## src/rtl/disp_pkg.sv

```systemverilog
// Shared types and pixel layout for the display byte path.
// Used by rgb_byte_sequencer and its line counter.
package disp_pkg;

   typedef enum logic [1:0] {
      IDLE   = 2'd0,
      SEND_1 = 2'd1,
      SEND_2 = 2'd2,
      SEND_3 = 2'd3
   } state_t;

   localparam int BYTES_PER_PIX = 3;

   localparam int R_LSB = 16;
   localparam int G_LSB = 8;
   localparam int B_LSB = 0;

   function automatic logic [7:0] pix_byte(
      input logic [23:0] pix,
      input int          lsb
   );
      return pix[lsb +: 8];
   endfunction

endpackage

```

## src/rtl/line_pix_counter.sv

```systemverilog
// Pixel-in-line wrap counter with a terminal-count flag.
// Advances on inc, wrapping from PIXELS_PER_LINE-1 back to 0.
module line_pix_counter #(
   parameter int PIXELS_PER_LINE = 640,
   parameter int CNT_W           = $clog2(PIXELS_PER_LINE)
) (
   input  logic             clk,
   input  logic             rst,
   input  logic             inc,
   output logic [CNT_W-1:0] count,
   output logic             tc
);

   localparam logic [CNT_W-1:0] LAST = CNT_W'(PIXELS_PER_LINE - 1);

   assign tc = (count == LAST);

   always_ff @(posedge clk or posedge rst) begin
      if (rst) begin
         count <= '0;
      end else if (inc) begin
         count <= tc ? '0 : count + 1'b1;
      end
   end

endmodule

```

## src/rtl/rgb_byte_sequencer.sv

```systemverilog
// Serialises 24-bit pixels into R/G/B bytes through a one-hot 3:1 mux.
// Define RGB_SEQ_BGR_ORDER_EN to send bytes in B, G, R order instead.
module rgb_byte_sequencer
   import disp_pkg::*;
#(
   parameter int PIXELS_PER_LINE = 640,
   parameter int CNT_W           = $clog2(PIXELS_PER_LINE)
) (
   input  logic             Clk,
   input  logic             Reset,
   input  logic             PixValid,
   input  logic [23:0]      PixData,
   output logic             PixReady,
   output logic [7:0]       R,
   output logic [7:0]       G,
   output logic [7:0]       B,
   output logic             SelR,
   output logic             SelG,
   output logic             SelB,
   output logic             ByteValid,
   input  logic             ByteReady,
   output logic             ByteLast,
   output logic [CNT_W-1:0] PixCount
);

   state_t state;
   state_t state_nxt;

   logic accept;
   logic byte_hs;
   logic last_pix;
   logic pix_done;

   assign ByteValid = (state != IDLE);
   assign PixReady  = (state == IDLE) |
                      ((state == SEND_3) & ByteReady);
   assign accept    = PixValid & PixReady;
   assign byte_hs   = ByteValid & ByteReady;
   assign pix_done  = (state == SEND_3) & ByteReady;
   assign ByteLast  = (state == SEND_3) & last_pix;

   always_ff @(posedge Clk or posedge Reset) begin
      if (Reset) begin
         state <= IDLE;
      end else begin
         state <= state_nxt;
      end
   end

   // Mux inputs only move on an accept, so they stay stable mid-pixel.
   always_ff @(posedge Clk or posedge Reset) begin
      if (Reset) begin
         R <= '0;
         G <= '0;
         B <= '0;
      end else if (accept) begin
         R <= pix_byte(PixData, R_LSB);
         G <= pix_byte(PixData, G_LSB);
         B <= pix_byte(PixData, B_LSB);
      end
   end

   always_comb begin
      state_nxt = state;
      unique case (state)
         IDLE:   if (accept)  state_nxt = SEND_1;
         SEND_1: if (byte_hs) state_nxt = SEND_2;
         SEND_2: if (byte_hs) state_nxt = SEND_3;
         SEND_3: begin
            if (byte_hs) state_nxt = accept ? SEND_1 : IDLE;
         end
         default: state_nxt = IDLE;
      endcase
   end

   always_comb begin
      SelR = 1'b0;
      SelG = 1'b0;
      SelB = 1'b0;
      unique case (state)
         IDLE:   ;
`ifdef RGB_SEQ_BGR_ORDER_EN
         SEND_1: SelB = 1'b1;
         SEND_2: SelG = 1'b1;
         SEND_3: SelR = 1'b1;
`else
         SEND_1: SelR = 1'b1;
         SEND_2: SelG = 1'b1;
         SEND_3: SelB = 1'b1;
`endif
         default: ;
      endcase
   end

   line_pix_counter #(
      .PIXELS_PER_LINE (PIXELS_PER_LINE),
      .CNT_W           (CNT_W)
   ) u_line_cnt (
      .clk   (Clk),
      .rst   (Reset),
      .inc   (pix_done),
      .count (PixCount),
      .tc    (last_pix)
   );

endmodule

```

## config.mk

```make
export PLATFORM = sky130hd
export DESIGN_NAME = rgb_byte_sequencer
export DESIGN_NICKNAME = d
export VERILOG_FILES = /design/src/rtl/disp_pkg.sv /design/src/rtl/line_pix_counter.sv /design/src/rtl/rgb_byte_sequencer.sv
export SDC_FILE = /design/constraint.sdc
export NUM_CORES = 1
export LEC_CHECK = 0
export BUFFER_PORTS_ARGS = -buffer_cell sky130_fd_sc_hd__buf_4
export CORE_UTILIZATION = 48
export DETAILED_ROUTE_END_ITERATION = 12
export GPL_ROUTABILITY_DRIVEN = 0
export GPL_TIMING_DRIVEN = 0
export HOLD_SLACK_MARGIN = 0.15
export PLACE_DENSITY = 0.8
export RECOVER_POWER = 25
export SYNTH_ARGS = -nofsm -noshare
export SYNTH_HDL_FRONTEND = slang
export SYNTH_HIERARCHICAL = 1
export SYNTH_SLANG_ARGS = --single-unit
```

## constraint.sdc

```tcl
create_clock -name Clk -period 1.8 [get_ports Clk]
set_input_delay 0.09 -clock Clk [delete_from_list [all_inputs] [get_ports Clk]]
set_output_delay 0.09 -clock Clk [all_outputs]
set_load 0.02 [all_outputs]
```

**Word-level counts from Yosys, hierarchy flattened**

Index checks and enable logic that the tools add are counted.

- Output and inout bits: 40
- Latch bits: 0
- Register bits after elaboration: 36
- Input bits: 28
- Bits in writable memories: 0
- Memory bits (read-only): 0
- Memories: 0

- Equal/unequal tests: 8
- Div/mod/pow operators: 0
- Add/subtract/negate cells: 1
- Mux-type cells: 10
- Order comparisons: 0
- Bitwise gates (word level): 5
- Multipliers: 0
- Shifts and indexed selects: 0
- Reduce and logical (&&, ||, !) cells: 3

Operator list:

| cell | count |
|---|---|
| 10-bit by 1-bit adder with 10-bit output, second input constant | 1 |
| 10-bit equality test, second input constant | 1 |
| 10-bit two-way mux | 1 |
| 2-bit two-way mux | 4 |
| 2-bit != test, second input constant | 4 |
| 2-bit case mux with 4 select lines | 1 |
| 1-bit bitwise AND | 4 |
| 2-bit equality test, second input constant | 2 |
| 1-bit two-way mux | 4 |
| 4-bit AND reduction | 1 |
| 2-bit by 1-bit equality test with 1-bit output, second input constant | 1 |
| 2-bit zero test | 1 |
| 2-bit nonzero test | 1 |
| 1-bit OR | 1 |

**Depth between registers and ports, before layout**

Gate-level depths: netlist of the first run.

- Word-level depth: 7
- Gate-level depth with buffers: 6

**By module**

Netlist of the first run, hierarchy kept.

Modules (own cells, without submodules):

| module | cells an instance | times used | area an instance (um^2) |
|---|---|---|---|
| rgb_byte_sequencer | 74 | 1 | 1219.9 |
| line_pix_counter | 51 | 1 | 508.0 |

**Worst setup path after synthesis of the first run**

Ideal clock, no wire load.

- Kind: reg-to-reg
- Start: register state[1]
- End: register u_line_cnt.count[7]
- Stages on the path, launching flop included: 7
- Setup time: 77 ps
- Buffers on the path: 1
- Arrival time: 1686 ps
- Clock period less this slack: 1764 ps
- Setup slack: 36 ps
- Path through: dfrtp_1 -> ha_1 -> and2_1 -> buf_2 -> nand2_1 -> or4_1 -> a21oi_1

- Word-level cells in the longest chain between the ends: 2

Ends and longest elaborated chain:

| item | line | source |
|---|---|---|
| from (decl) | rgb_byte_sequencer.sv:26 | `state_t state;` |
| from (signal assigned) | rgb_byte_sequencer.sv:46 | `state <= state_nxt;` |
| 2-bit equality test | rgb_byte_sequencer.sv:39 | `assign pix_done = (state == SEND_3) & ByteReady;` |
| 1-bit bitwise AND | rgb_byte_sequencer.sv:39 |  |
| named net pix_done | rgb_byte_sequencer.sv:32 | `logic pix_done;` |
| to (signal assigned) | line_pix_counter.sv:22 | `count <= tc ? '0 : count + 1'b1;` |
| to (decl) | line_pix_counter.sv:10 | `output logic [CNT_W-1:0] count,` |

The timed path passes the listed nets, and every way through them passes these cells.
A chain may end at the register's enable or synchronous reset.

**Worst setup path after layout of the first run**

- Start: register u_line_cnt.count[8]
- End: output ByteLast

- Word-level cells in the longest chain between the ends: 2

Ends and longest elaborated chain:

| item | line | source |
|---|---|---|
| 10-bit equality test | line_pix_counter.sv:16 | `assign tc = (count == LAST);` |
| named net last_pix | rgb_byte_sequencer.sv:31 | `logic last_pix;` |
| 1-bit bitwise AND | rgb_byte_sequencer.sv:40 | `assign ByteLast = (state == SEND_3) & last_pix;` |
| to (decl) | rgb_byte_sequencer.sv:22 | `output logic ByteLast,` |

The timed path passes the listed nets, and every way through them passes these cells.

==> qor.yml, run 1 <==
drv_cap: 0
via_per_inst: 5.098
syn_nets: 159
ys_ff_latch: 36
antenna_found_initial: 0
wl_met3_um: 194
static-leakage-power_nw: 1.291
outcome: "completed"
path_cells: "or3b_4 > nor3_4 > and2_4 > buf_6"
r2r-start: "state[0]"
post-route-period-util_pct: 98.66
start_kind: "flop"
skew_ns: 0.007475
place.port_buffers: 67
worst_pin_slew_ns: 0.9797
required_ns: 1.71
crit_slowest_cell: "dfrtp_1"
critPathMaxStageDelay_ns: 0.42
grt.total_usage_pct: 25.26
powerDensity_nw_per_um2: 1613
layout-drive-gt1-share_pct: 44.35
clockRootBuffer: "clkbuf_4"
synth-seq-area-share_pct: 52.14
synthTopCellsByArea: "dfrtp_1 (52%), mux2_4 (17%), ha_1 (4.3%), mux2_2 (3.3%), buf_12 (2.3%)"
antenna_left: 0
async_flop_share_pct: 100.0
fin_setup_tns_ns: 0
cts.htree.levels: 2
final_core_utilization_pct: 77.30
worst-path-buf-inv: 1
rsz0062_at_grt: "yes"
postSynthCellCount: 125
die_height_um: 62
worstHoldStart: "PixValid"
dr.max_layer_used: "met4"
ir_drop_mv: 0.9587
synth_cell_types: 35
grt_max_degree: 27
fill_cells: 214
reg2reg_slack_ns: 0.07
hold_path_class: "in2reg"
setup_viol: 0
r2r_cells: 6
hold_viol_final: 0
fin_cells: 276
cts.clk_slew.worst_paths_ns: 0.10
drc: 0
slew_headroom_pct: 34.61
yosysWarnings: 6
syn-cell-area_um2: 1728
cts_buffers: 5
clock.fmax_mhz: 563.1
end_kind: "output pin"
rows: 21
final_area_um2: 2620
initial_utilization_pct: 50.98
overflow: 0
cts_tree: "yes"
die_w_um: 62
drt-initial-drc-count: 74
worstPathArrival_ns: 1.69
grt_pass1_vias: 1474
finalPower_mw: 4.227
synth_edf_count: 0
maxSlewViolCount: 0
die-area_um2: 3844
finalWirelength_um: 4305
grt_pass1_wl_um: 6658
ys.flop_type: "dfrtp_1"
path_class: "reg2out"
dr_total_vias: 1407
clock_latency_ns: 0.34
yosys.area.top_type: "dfrtp_1"
core-area_um2: 3390
clockBufferDepth: 2
dp_cells: 238
place_area_um2: 2288
holdPathEnd: "R[1]"
hold_depth: 3
cts.sinks: 36
wl_per_cell_um: 15.60
syn-mean-instance-area_um2: 13.82
antennaDiodeCount: 0
period_minus_slack_ns: 1.776
yosysTopAreaCellShare_pct: 52.14
crit_fanout: 3
drt_pre_antenna_iters: 4
synthToLayoutAreaGrowth_pct: 51.63
io_pins: 68
dpl.hpwl_um: 2743
crit_family: "simple AND/OR/NAND/NOR gates"
finalNetCount: 263
r2r-end: "B[1]"
wl_met1_um: 1628
route.met2.wl_um: 2383
[cells in the mapped netlist, types with 3 or more instances]
cell type	n
a21oi_1	3
mux2_2	5
inv_1	8
dfrtp_1	36
mux2_4	20
nand2_1	6
nor3_1	3
ha_1	6
[worst register-to-register path, delay by kind of cell, from the launching register on]
family                   cells  cell delay (ns)
flip-flops                   1             0.43
multiplexers                 1             0.31
adder cells (fa/ha/maj)      1             0.28
buffers and inverters        2             0.26
AO/OA/AOI/OAI                1             0.22
AND/OR/NAND/NOR              1             0.13
[metal layers]
metal  up-vias  GRT usage [%]
li1        660              -
met1       679          27.90
met2        57          45.14
met3        11          8.075
met4         0          9.524
met5         -              0
[through the flow]
stage	setup slack, ns	hold slack, ns
final	0.02420	0.1851
after global routing	-0.06803	0.1772
after CTS	0.006656	0.1844
after detailed placement	-0.06752	0.1069
after global placement	0.02442	0.09649
after floorplan	0.03644	-0.06982
[repair_timing]
| item | in CTS | in global routing |
|---|---|---|
| pin swaps | 1 | 3 |
| endpoints found under the setup margin | 4 | 24 |
| buffers inserted | 2 | 3 |
| hold endpoints to repair | 60 | 0 |
| resized for setup | 2 | 11 |
| cloned | 0 | 0 |
| hold buffers | 25 | 0 |
[power by group]
group	internal (mW)	switching, mW	total, mW
combinational	1.14	1.16	2.30
clock	0.191	0.264	0.455
sequential	1.18	0.293	1.47
total	2.51	1.72	4.23
[worst max-delay path by stage]
stage | startpoint | end | depth (start not counted)
finish | u_line_cnt/count[8] | ByteLast | 4
global route | u_line_cnt/count[8] | ByteLast | 4
CTS | u_line_cnt/count[1] | ByteLast | 5
detailed placement | state[1] | u_line_cnt/count[7] | 6
global placement | state[1] | u_line_cnt/count[5] | 6
floorplan | state[1] | u_line_cnt/count[7] | 6
[registers in the layout, indices dropped and copies added, names as in the netlist]
name,cells
u_line_cnt/count,10
R,8
B,8
G,8
state,2
[cell usage in the layout, fill, tap and decap left out, types with 3 or more instances in the layout]
cell type / synthesis / routed
nand3_2: 2 / 3
a21oi_1: 3 / 3
clkbuf_1: 0 / 18
dlygate4sd3_1: 0 / 25
dfrtp_1: 36 / 34
nand2_1: 6 / 6
ha_1: 6 / 5
inv_1: 8 / 8
clkbuf_4: 0 / 6
buf_4: 0 / 53
mux2_2: 5 / 5
mux2_4: 20 / 20
[final cells by class]
cell class,instances,area [um^2],area share [%]
sequential,36,903.4,34.48
clock inverter,1,7.507,0.2865
tap,46,57.56,2.197
buffer,3,51.30,1.958
timing repair buffer,97,730.7,27.89
multi-input combinational,78,784.5,29.94
inverter,8,30.03,1.146
clock buffer,7,55.05,2.101
[logic make-up (layout without fill, tap and decap cells)]
family                     after synthesis  in the layout  synth area share [%]
AOI/OAI and AO/OA                       15             15                 6.300
xor gates and xnor gates                 4              4                 2.028
adders and majority gates                6              6                 4.345
buffers and inverters                   11            116                 4.345
DFF                                     36             36                 52.14
muxes                                   25             25                 20.64
and+or+nand+nor                         28             28                 10.21
Note: power is estimated with default switching activity, not from simulation.
==> run 2, diff against run 1 <==
--- a/config.mk
+++ b/config.mk
@@ -6,12 +6,12 @@
 export NUM_CORES = 1
 export LEC_CHECK = 0
 export BUFFER_PORTS_ARGS = -buffer_cell sky130_fd_sc_hd__buf_4
-export CORE_UTILIZATION = 48
+export CORE_UTILIZATION = 52
 export DETAILED_ROUTE_END_ITERATION = 12
 export GPL_ROUTABILITY_DRIVEN = 0
 export GPL_TIMING_DRIVEN = 0
 export HOLD_SLACK_MARGIN = 0.15
-export PLACE_DENSITY = 0.8
+export PLACE_DENSITY = 0.86
 export RECOVER_POWER = 25
 export SYNTH_ARGS = -nofsm -noshare
 export SYNTH_HDL_FRONTEND = slang
==> constraint.sdc (replaced) <==
create_clock -name Clk -period 2.2 [get_ports Clk]
set_input_delay 0.11 -clock Clk [delete_from_list [all_inputs] [get_ports Clk]]
set_output_delay 0.11 -clock Clk [all_outputs]
set_load 0.02 [all_outputs]
==> run 2 against run 1 <==
Effect of this change:
- power down 16%
- critical endpoint is now u_line_cnt/count[7]
- non-clock buffer count down 5
- worst hold slack better by 0.014 ns
- final cell count down 2.5%
- first-iteration DRC count up 46%
- via count up 0.50%
- largest power group unchanged
- setup slack better by 0.28 ns
- highest routed layer unchanged
- register-to-register slack better by 0.24 ns
==> qor.yml, run 2 (synthesis results as in run 1) <==
antenna_left: 0  # unchanged
outcome: "completed"
rsz0062_at_grt: "no"
cts_buffers: 5  # unchanged
overflow: 0  # unchanged
max_flop_register: "u_line_cnt/count"
die_height_um: 59.65  # -3.8%
clock.fmax_mhz: 527.8
skew_ns: 0.009995  # +0.002520 ns
rows: 20  # -4.8%
path_cells: "ha_1 > and2_1 > buf_2 > nand2_1 > or4_1 > a21oi_1"
static-leakage-power_nw: 1.252  # -3.1%
clockBufferDepth: 2  # unchanged
initial_utilization_pct: 55.69  # +4.7 points
crit_fanout: 10  # +7
final_core_utilization_pct: 82.14  # +4.8 points
hold_viol_final: 0  # unchanged
start_kind: "flop"
dpl.hpwl_um: 2857  # +4.2%
finalNetCount: 258  # -1.9%
finalPower_mw: 3.557  # -16%
critPathMaxStageDelay_ns: 0.45  # +0.03 ns
period_minus_slack_ns: 1.895
drv_cap: 0  # unchanged
layout_commonest_cell: "buf_4"
end_kind: "flop"
via_per_inst: 5.257  # +3.1%
p_sw_share_pct: 41.29  # +0.60 points
grt_max_degree: 27  # unchanged
reg2reg_slack_ns: 0.31  # +0.24 ns
dr_total_vias: 1414  # +0.50%
maxSlewViolCount: 0  # unchanged
worstPathArrival_ns: 2.16  # +0.47 ns
die-area_um2: 3558  # -7.5%
p_switching_mw: 1.469  # -15%
worst_pin_slew_ns: 0.9879  # +0.008125 ns
crit_slowest_cell: "dfrtp_1"
finalWirelength_um: 4784  # +11%
core-area_um2: 3103  # -8.5%
post-route-period-util_pct: 86.12
required_ns: 2.46  # +0.75 ns
grt_pass1_wl_um: 7665  # +15%
seqPwrFrac_pct: 34.5  # -0.2 points
clockRootBuffer: "clkbuf_4"
cts.sinks: 36  # unchanged
antennaDiodeCount: 0  # unchanged
p_int_mw: 2.088  # -17%
place.port_buffers: 67  # unchanged
layout-drive-gt1-share_pct: 40.44  # -3.9 points
die_w_um: 59.65  # -3.8%
fin_setup_tns_ns: 0  # unchanged
clock_latency_ns: 0.34  # about the same
largest_reg_flops: 10  # unchanged
p_comb_share_pct: 52.4  # -2.1 points
hold_ws_ns: 0.1995  # +0.01445 ns
path_class: "reg2reg"
final_cell_mix: "buf_4 (48), dfrtp_1 (36), dlygate4sd3_1 (25), mux2_4 (20), clkbuf_1 (18)"
worst-path-buf-inv: 1  # unchanged
powerDensity_nw_per_um2: 1396  # -13%
place_area_um2: 2286  # -0.11%
grt_pass1_vias: 1520  # +3.1%
grt.total_usage_pct: 30.86  # +5.6 points
final_area_um2: 2549  # -2.7%
wl_per_cell_um: 17.78  # +14%
drt-initial-drc-count: 108  # +46%
drt_pre_antenna_iters: 8  # +4
cts.clk_slew.worst_paths_ns: 0.12  # +0.02 ns
hold_path_class: "in2reg"
synthToLayoutAreaGrowth_pct: 47.50
cts.htree.levels: 2  # unchanged
setup_viol: 0  # unchanged
drc: 0  # unchanged
ir_drop_mv: 0.8703  # -9.2%
slew_headroom_pct: 34.07  # -0.54 points
io_pins: 68  # unchanged
antenna_found_initial: 0  # unchanged
cts_tree: "yes"
crit_family: "simple AND/OR/NAND/NOR gates"
pwr-share-clk_pct: 13.2  # +2.4 points
==> run 2: cell count changes in the layout (fill, tap and decap cells not counted), sizes merged <==
cell / previous run / this run
bufinv: 0 / 1
buf: 57 / 51
clkbuf: 25 / 24
clkinv: 0 / 1
==> run 2: cell type report <==
cell class / count / area (um^2)
inverter: 8 / 30.03
buffer: 3 / 45.04
tap: 44 / 55.05
sequential: 36 / 900.9
fill: 191 / 554.3
clock inverter: 3 / 42.54
multi-input combinational: 78 / 752.0
clock buffer: 5 / 37.54
timing repair buffer: 92 / 685.7
==> run 2: through the flow <==
step           setup WS, ns  std cells
2_1_floorplan        0.4364        125
3_3_place_gp         0.4406        236
3_5_place_dp         0.3642        236
4_1_cts              0.3123        269
5_1_grt             0.09054        269
6_report             0.3054        269
==> run 2: path summary, 6_finish.rpt <==
check | from | end | cells after the start
max | state[1] | u_line_cnt/count[7] | 6
min | PixValid | R[2] | 3
max reg2reg | state[1] | u_line_cnt/count[7] | 6
min reg2reg | R[0] | R[0] | 1
max in group asynchronous | Reset | B[4] | 3
min in group asynchronous | Reset | u_line_cnt/count[4] | 3
==> run 2: power groups by stage <==
stage               registers [mW]  logic [mW]  clock network, mW
global route                  1.25        1.97              0.511
floorplan                     1.50       0.909                  0
global placement              1.18        1.86                  0
CTS                           1.21        1.96              0.465
finish                        1.23        1.86              0.469
detailed placement            1.21        1.93                  0
==> run 2: worst register-to-register path, delay by kind of cell, from the launching register on <==
kind / cells / cell delay (ns)
flip-flops: 1 / 0.45
buffers and inverters: 1 / 0.20
AO/OA/AOI/OAI: 1 / 0.17
AND/OR/NAND/NOR: 3 / 0.68
adder cells (fa/ha/maj): 1 / 0.32
==> run 2: what timing repair did <==
action	CTS	global route
buffers inserted	0	0
endpoints found under the hold margin	60	0
hold buffers	25	0
resized for setup	0	0
==> run 2: routing by layer <==
layer / part of all wire (%) / vias up / GRT usage [%]
met5: 0 / - / 0
met4: 2.0 / 0 / 9.302
met3: 6.9 / 10 / 10.92
met2: 52 / 75 / 52.54
met1: 39 / 681 / 36.42
li1: - / 648 / -
